**config.mk**
```make
export PLATFORM = sky130hd
export DESIGN_NAME = serial_subtractor
export DESIGN_NICKNAME = d
export VERILOG_FILES = /design/src/rtl/serial_subtractor.sv
export SDC_FILE = /design/constraint.sdc
export NUM_CORES = 1
export LEC_CHECK = 0
export BUFFER_PORTS_ARGS = -buffer_cell sky130_fd_sc_hd__clkbuf_2
export CELL_PAD_IN_SITES_DETAIL_PLACEMENT = 1
export CELL_PAD_IN_SITES_GLOBAL_PLACEMENT = 1
export CORE_MARGIN = 2
export CORE_UTILIZATION = 46
export CTS_CLUSTER_DIAMETER = 100
export CTS_CLUSTER_SIZE = 10
export DETAILED_ROUTE_END_ITERATION = 16
export GPL_ROUTABILITY_DRIVEN = 0
export GPL_TIMING_DRIVEN = 0
export PLACE_DENSITY_LB_ADDON = 0.05
export SYNTH_ARGS = -nofsm -noshare
export SYNTH_HDL_FRONTEND = slang
export SYNTH_SLANG_ARGS = --single-unit
```
**constraint.sdc**
```tcl
create_clock -name clk -period 6.68 [get_ports clk]
set_input_delay 1.002 -clock clk [delete_from_list [all_inputs] [get_ports clk]]
set_output_delay 1.002 -clock clk [all_outputs]
set_load 0.05 [all_outputs]
```
**src/rtl/serial_subtractor.sv**
```systemverilog
// Bit-serial subtractor: diff = in1 - in2 - bin over WIDTH bits, LSB first, one bit per clock,
// with valid/ready on both sides. Define SERIAL_SUB_OVF_EN to add the signed-overflow output ovf.
module serial_subtractor #(
    parameter int WIDTH = 8
) (
    input  logic             clk,
    input  logic             rst,
    input  logic             in_valid,
    output logic             in_ready,
    input  logic [WIDTH-1:0] in1,
    input  logic [WIDTH-1:0] in2,
    input  logic             bin,
    output logic             out_valid,
    input  logic             out_ready,
    output logic [WIDTH-1:0] diff,
    output logic             bout
`ifdef SERIAL_SUB_OVF_EN
    ,
    output logic             ovf
`endif
);
    localparam int               CNT_W    = $clog2(WIDTH) + 1;
    localparam logic [CNT_W-1:0] LAST_BIT = CNT_W'(WIDTH - 1);

    typedef enum logic [1:0] {IDLE, RUN, DONE} state_t;

    // One full-subtractor cell; returns {borrow_out, difference_bit}.
    function automatic logic [1:0] full_sub(input logic x, input logic y, input logic bi);
        logic d;
        logic bo;
        d  = x ^ y ^ bi;
        bo = (~x & y) | (~(x ^ y) & bi);
        return {bo, d};
    endfunction

    state_t           state_q, state_d;
    logic [WIDTH-1:0] a_q, a_d;
    logic [WIDTH-1:0] b_q, b_d;
    logic             borrow_q, borrow_d;
    logic [WIDTH-1:0] res_q, res_d;
    logic [CNT_W-1:0] cnt_q, cnt_d;
    logic [WIDTH-1:0] diff_q, diff_d;
    logic             bout_q, bout_d;
    logic [1:0]       fs;

    assign fs = full_sub(a_q[0], b_q[0], borrow_q);

    always_comb begin
        state_d  = state_q;
        a_d      = a_q;
        b_d      = b_q;
        borrow_d = borrow_q;
        res_d    = res_q;
        cnt_d    = cnt_q;
        diff_d   = diff_q;
        bout_d   = bout_q;
        case (state_q)
            IDLE: begin
                if (in_valid) begin
                    a_d      = in1;
                    b_d      = in2;
                    borrow_d = bin;
                    res_d    = '0;
                    cnt_d    = '0;
                    state_d  = RUN;
                end
            end
            RUN: begin
                a_d      = a_q >> 1;
                b_d      = b_q >> 1;
                borrow_d = fs[1];
                res_d    = {fs[0], res_q[WIDTH-1:1]};
                cnt_d    = cnt_q + 1'b1;
                // Final bit goes straight into the output register alongside the last shift.
                if (cnt_q == LAST_BIT) begin
                    diff_d  = {fs[0], res_q[WIDTH-1:1]};
                    bout_d  = fs[1];
                    state_d = DONE;
                end
            end
            DONE: begin
                if (out_ready) state_d = IDLE;
            end
            default: state_d = IDLE;
        endcase
    end

    always_ff @(posedge clk) begin
        if (rst) begin
            state_q <= IDLE;
            diff_q  <= '0;
            bout_q  <= 1'b0;
        end else begin
            state_q <= state_d;
            diff_q  <= diff_d;
            bout_q  <= bout_d;
        end
    end

    // Datapath shift registers need no reset: every accept reloads them.
    always_ff @(posedge clk) begin
        a_q      <= a_d;
        b_q      <= b_d;
        borrow_q <= borrow_d;
        res_q    <= res_d;
        cnt_q    <= cnt_d;
    end

    assign in_ready  = (state_q == IDLE);
    assign out_valid = (state_q == DONE);
    assign diff      = diff_q;
    assign bout      = bout_q;

`ifdef SERIAL_SUB_OVF_EN
    logic ovf_q, ovf_d;

    // In the last RUN cycle a_q[0]/b_q[0] hold the operand MSBs and fs[0] is the result MSB.
    always_comb begin
        ovf_d = ovf_q;
        if (state_q == RUN && cnt_q == LAST_BIT)
            ovf_d = (a_q[0] != b_q[0]) && (fs[0] != a_q[0]);
    end

    always_ff @(posedge clk) begin
        if (rst) ovf_q <= 1'b0;
        else     ovf_q <= ovf_d;
    end

    assign ovf = ovf_q;
`endif

endmodule

```
=== Yosys cells after proc, flatten, opt, wreduce, memory -nomap -nowiden ===
Index checks and enable logic that the tools add are counted.

* Output and inout port bits: 11
* Word-level logic and storage cells: 41
* Input bits: 21
* Register bits after elaboration: 40

* Reductions and logical operators: 5
* Bitwise operators: 7
* Add/subtract/negate cells: 1
* Equal/unequal tests: 6
* Mux-type cells: 14

{| class="wikitable"
|+ Operators with widths
! operator !! count
|-
| case mux 8 bit (2 select lines) || 3
|-
| two-way mux 8 bit || 3
|-
| case mux 4 bit (2 select lines) || 1
|-
| two-way mux 2 bit || 3
|-
| case mux 2 bit (3 select lines) || 1
|-
| adder 4 x 1 -> 4 bit (second input constant) || 1
|-
| equality test 4 x 3 -> 1 bit (second input constant) || 1
|-
| two-way mux 4 bit || 1
|-
| != test 2 bit (second input constant) || 2
|-
| AND reduction 2 bit || 2
|-
| AND reduction 3 bit || 1
|-
| bitwise AND 1 bit || 2
|-
| equality test 2 x 1 -> 1 bit (second input constant) || 1
|-
| equality test 2 bit (second input constant) || 1
|-
| logical NOT 2 bit || 1
|-
| != test 2 x 1 -> 1 bit (second input constant) || 1
|-
| NOT 1 bit || 2
|-
| case mux 1 bit (2 select lines) || 1
|-
| nonzero test 2 bit || 1
|-
| bitwise XOR 1 bit || 2
|-
| two-way mux 1 bit || 1
|-
| OR 1 bit || 1
|}

=== Longest topological paths before layout ===
* Depth after elaboration: 5
* Depth in mapped cells: 5

=== Worst setup path before layout ===
OpenSTA, ideal clock, no wires.

* Path type: input-to-reg
* Start point: input port in_valid
* End point: register a_q[0], enable pin
* Arrival time: 2.246 ns
* Required time: 6.267 ns
* Stages: 2
* Slack: 4.021 ns
* Path buffers: 0
* Cell sequence: nor2_1 -> nor2_1

* Word-level cells in the longest chain between the ends: 2

{| class="wikitable"
|+ Ends and longest elaborated chain
! element !! RTL line !! text
|-
| start, declared || 8 || <nowiki>input logic in_valid,</nowiki>
|-
| != test 2 bit (no source line) || n/a ||
|-
| AND reduction 2 bit (no source line) || n/a ||
|-
| end signal, assigned || 102 || <nowiki>a_q <= a_d;</nowiki>
|-
| end, declared || 37 || <nowiki>logic [WIDTH-1:0] a_q, a_d;</nowiki>
|}

No other way between the ends.
A chain may end at the register's enable or synchronous reset.

=== Worst setup path in the final report ===
* Start point: register state_q[1]
* End point: output port out_valid

* Word-level cells in the longest chain between the ends: 1

{| class="wikitable"
|+ Ends and longest elaborated chain
! element !! RTL line !! text
|-
| start, declared || 36 || <nowiki>state_t state_q, state_d;</nowiki>
|-
| start signal, assigned || 94 || <nowiki>state_q <= state_d;</nowiki>
|-
| equality test 2 bit || 110 || <nowiki>assign out_valid = (state_q == DONE);</nowiki>
|-
| end, declared || 13 || <nowiki>output logic out_valid,</nowiki>
|}

No other way between the ends.

==> flow_summary.json <==
{
  "ant_nets": 0,
  "yosys-mux-area-fraction_pct": 0,
  "drive_gt1_share_pct": 30.69,
  "grt_pass1_wl_um": 5920,
  "place_area_um2": 1927,
  "critical_path_class": "register to output pin",
  "grt_usage_pct": 18.86,
  "slew_headroom_pct": 45.26,
  "die_h_um": 64.69,
  "place_hpwl_um": 2476,
  "intPower_uw": 411.2,
  "clkTransAtPathRegs_ps": 70,
  "ys.flop_type": "edfxtp_1",
  "power_uw": 535.1,
  "cts_setup_buffers": 0,
  "fin_tns_setup_ps": 0,
  "synth.yosys.warnings": 0,
  "max_stage_delay_ps": 430,
  "vias": 1188,
  "power_frac_seq_pct": 54.5,
  "hold_buffers": 0,
  "synth_edf_count": 28,
  "overflow": 0,
  "htree_levels": 2,
  "port-buffer-count": 31,
  "maxCapViolCount": 0,
  "diodes": 0,
  "finalHoldViolCount": 0,
  "setup_viol": 0,
  "clock_power_share_pct": 34.9,
  "netlist_area_um2": 1694,
  "grt_max_degree": 16,
  "crit_slowest_cell": "dfxtp_1",
  "dr.pass1.iters": 4,
  "worstHoldPathType": "register to register",
  "synth_top_area_share_pct": 49.63,
  "crit_chain": "nor2b_1, clkbuf_2",
  "critPathMaxFanout": 6,
  "peakVddDrop_mv": 0.1695,
  "required_ps": 5680,
  "synth_nets": 172,
  "synth_most_common_cell": "nand2_1",
  "rows": 22,
  "insertion_delay_ps": 290,
  "switching_share_pct": 23.14,
  "stdcell_area_um2": 2039,
  "hold_ws_ps": 513.7,
  "num_io_pins": 32,
  "synth_cell_types": 26,
  "worst_pin_slew_ps": 820.3,
  "die_x_um": 64.69,
  "postSynthCellCount": 149,
  "synth_fa_ha_area_share_pct": 1.920,
  "crit_start": "state_q[1]",
  "cts_tree": "done",
  "nFillCells": 416,
  "synth_top_family_by_area": "simple AND/OR/NAND/NOR gates",
  "synth_compound_area_share_pct": 11.45,
  "viasPerCell": 5.013,
  "start_util_pct": 46.98,
  "final_nets": 211,
  "fin_crit_sh_pct": 33.49,
  "p_comb_share_pct": 10.5,
  "yosysSeqAreaShare_pct": 62.63,
  "root_buffer": "clkbuf_8",
  "antenna_found_initial": 0,
  "fmax_mhz": 447.0,
  "synth_top_area_cell": "edfxtp_1",
  "avgSynthCellArea_um2": 11.37,
  "clock_skew_ps": 8.136,
  "final_max_slew_viol_count": 0,
  "end_kind": "output pin",
  "synth-simple-area-share_pct": 19.28,
  "switchingPower_uw": 123.8,
  "power_leakage_nw": 0.8850,
  "r2r_start": "state_q[0]",
  "dieArea_um2": 4184,
  "drc_errors": 0,
  "crit_path_start_kind": "register",
  "synth_common_cells": "nand2_1 (43), edfxtp_1 (28), dfxtp_1 (11), and2_1 (10), nand3_1 (9)",
  "period_minus_slack_ps": 2237,
  "area_delta_synth_final_pct": 20.38,
  "routedWlPerCell_um": 14.50,
  "clockBufferDepth": 2,
  "rsz0062_at_grt": "no",
  "wl_um": 3436,
  "holdCritStartpoint": "b_q[2]",
  "synth_area_leaders": "edfxtp_1 (50%), dfxtp_1 (13%), nand2_1 (9.5%), a21bo_1 (4.7%), and2_1 (3.7%)",
  "p_per_area_nw_per_um2": 262.4,
  "cts-resized-gates": 0,
  "clock-sinks": 39,
  "grt_pass1_vias": 1237,
  "initialDrtViolationCount": 57,
  "cts_buffers": 5,
  "outcome": "finished clean",
  "critPathArrivalTime_ps": 1240,
  "synth.ff_latch_count": 39,
  "synth_xor_area_share_pct": 1.034,
  "synth-async-reset-ratio_pct": 0,
  "core-area_um2": 3606
}
[per-layer routing]
layer | track usage [%] | up-vias | routed length, µm
met5 | 0 | - | 0
met2 | 32.68 | 23 | 1745
li1 | - | 581 | -
met4 | 6.649 | 0 | 30
met1 | 22.97 | 579 | 1535
met3 | 4.514 | 5 | 125
[layout by cell type (no fill, tap or decap), drive strengths merged, types with 3 or more instances in the layout]
cell    synthesis  routed
nand2          43      43
clkbuf          2      40
edfxtp         28      28
dfxtp          11      11
and2           10      10
nand3           9       9
a21oi           9       9
a21bo           8       8
buf             7       8
nor2            7       7
inv             3       3
[stage by stage]
stage	util, %	instances	setup slack, ps
after floorplan	-	149	4021
after global placement	52.95	228	3380
after detailed placement	53.44	229	4327
after CTS	56.56	237	4440
after global routing	56.56	237	4394
final	56.56	237	4443
[state kept, by name, indices dropped and copies added (netlist names)]
| signal | flops |
|---|---|
| cnt_q | 4 |
| b_q | 8 |
| borrow_q | 1 |
| diff | 8 |
| a_q | 8 |
| state_q | 2 |
| res_q | 7 |
| bout | 1 |
[cells by family (layout without fill, tap and decap cells)]
family                     Yosys count  in the layout
buffers and inverters               12             52
DFF                                 39             39
xor gates and xnor gates             2              2
AOI/OAI and AO/OA                   21             21
and+or+nand+nor                     73             73
adders and majority gates            2              2
[worst paths after layout]
check	depth (start not counted)	slack, ps	endpoint
worst min register to register	2	510	b_q[1]
worst min-delay path	2	510	b_q[1]
worst max register to register	3	4940	cnt_q[3]
worst max-delay path	2	4440	out_valid
[power groups by stage]
stage / logic, mW / registers [mW] / clock network, mW
after global routing: 0.0637 / 0.295 / 0.200
final: 0.0564 / 0.292 / 0.187
after floorplan: 0.0356 / 0.296 / 0
after global placement: 0.0531 / 0.297 / 0
after CTS: 0.0579 / 0.292 / 0.192
after detailed placement: 0.0572 / 0.298 / 0
[worst max-delay path, delay by kind of cell, from the launching register on]
| kind | cells | cell delay, ps |
|---|---|---|
| and+or+nand+nor | 1 | 210 |
| DFF | 1 | 430 |
| buffers and inverters | 1 | 300 |
[final cells by class]
class | instances | area [µm²] | share of cell area, %
inverters | 3 | 11.26 | 0.5521
clock buffers | 7 | 107.6 | 5.276
clock inverters | 1 | 5.005 | 0.2454
plain buffers | 9 | 51.30 | 2.515
well taps | 48 | 60.06 | 2.945
flip-flops and latches | 39 | 1061 | 52.02
repair buffers | 32 | 170.2 | 8.344
multi-input cells | 98 | 573.1 | 28.10
No activity file was read; power rests on OpenSTA's default activity.
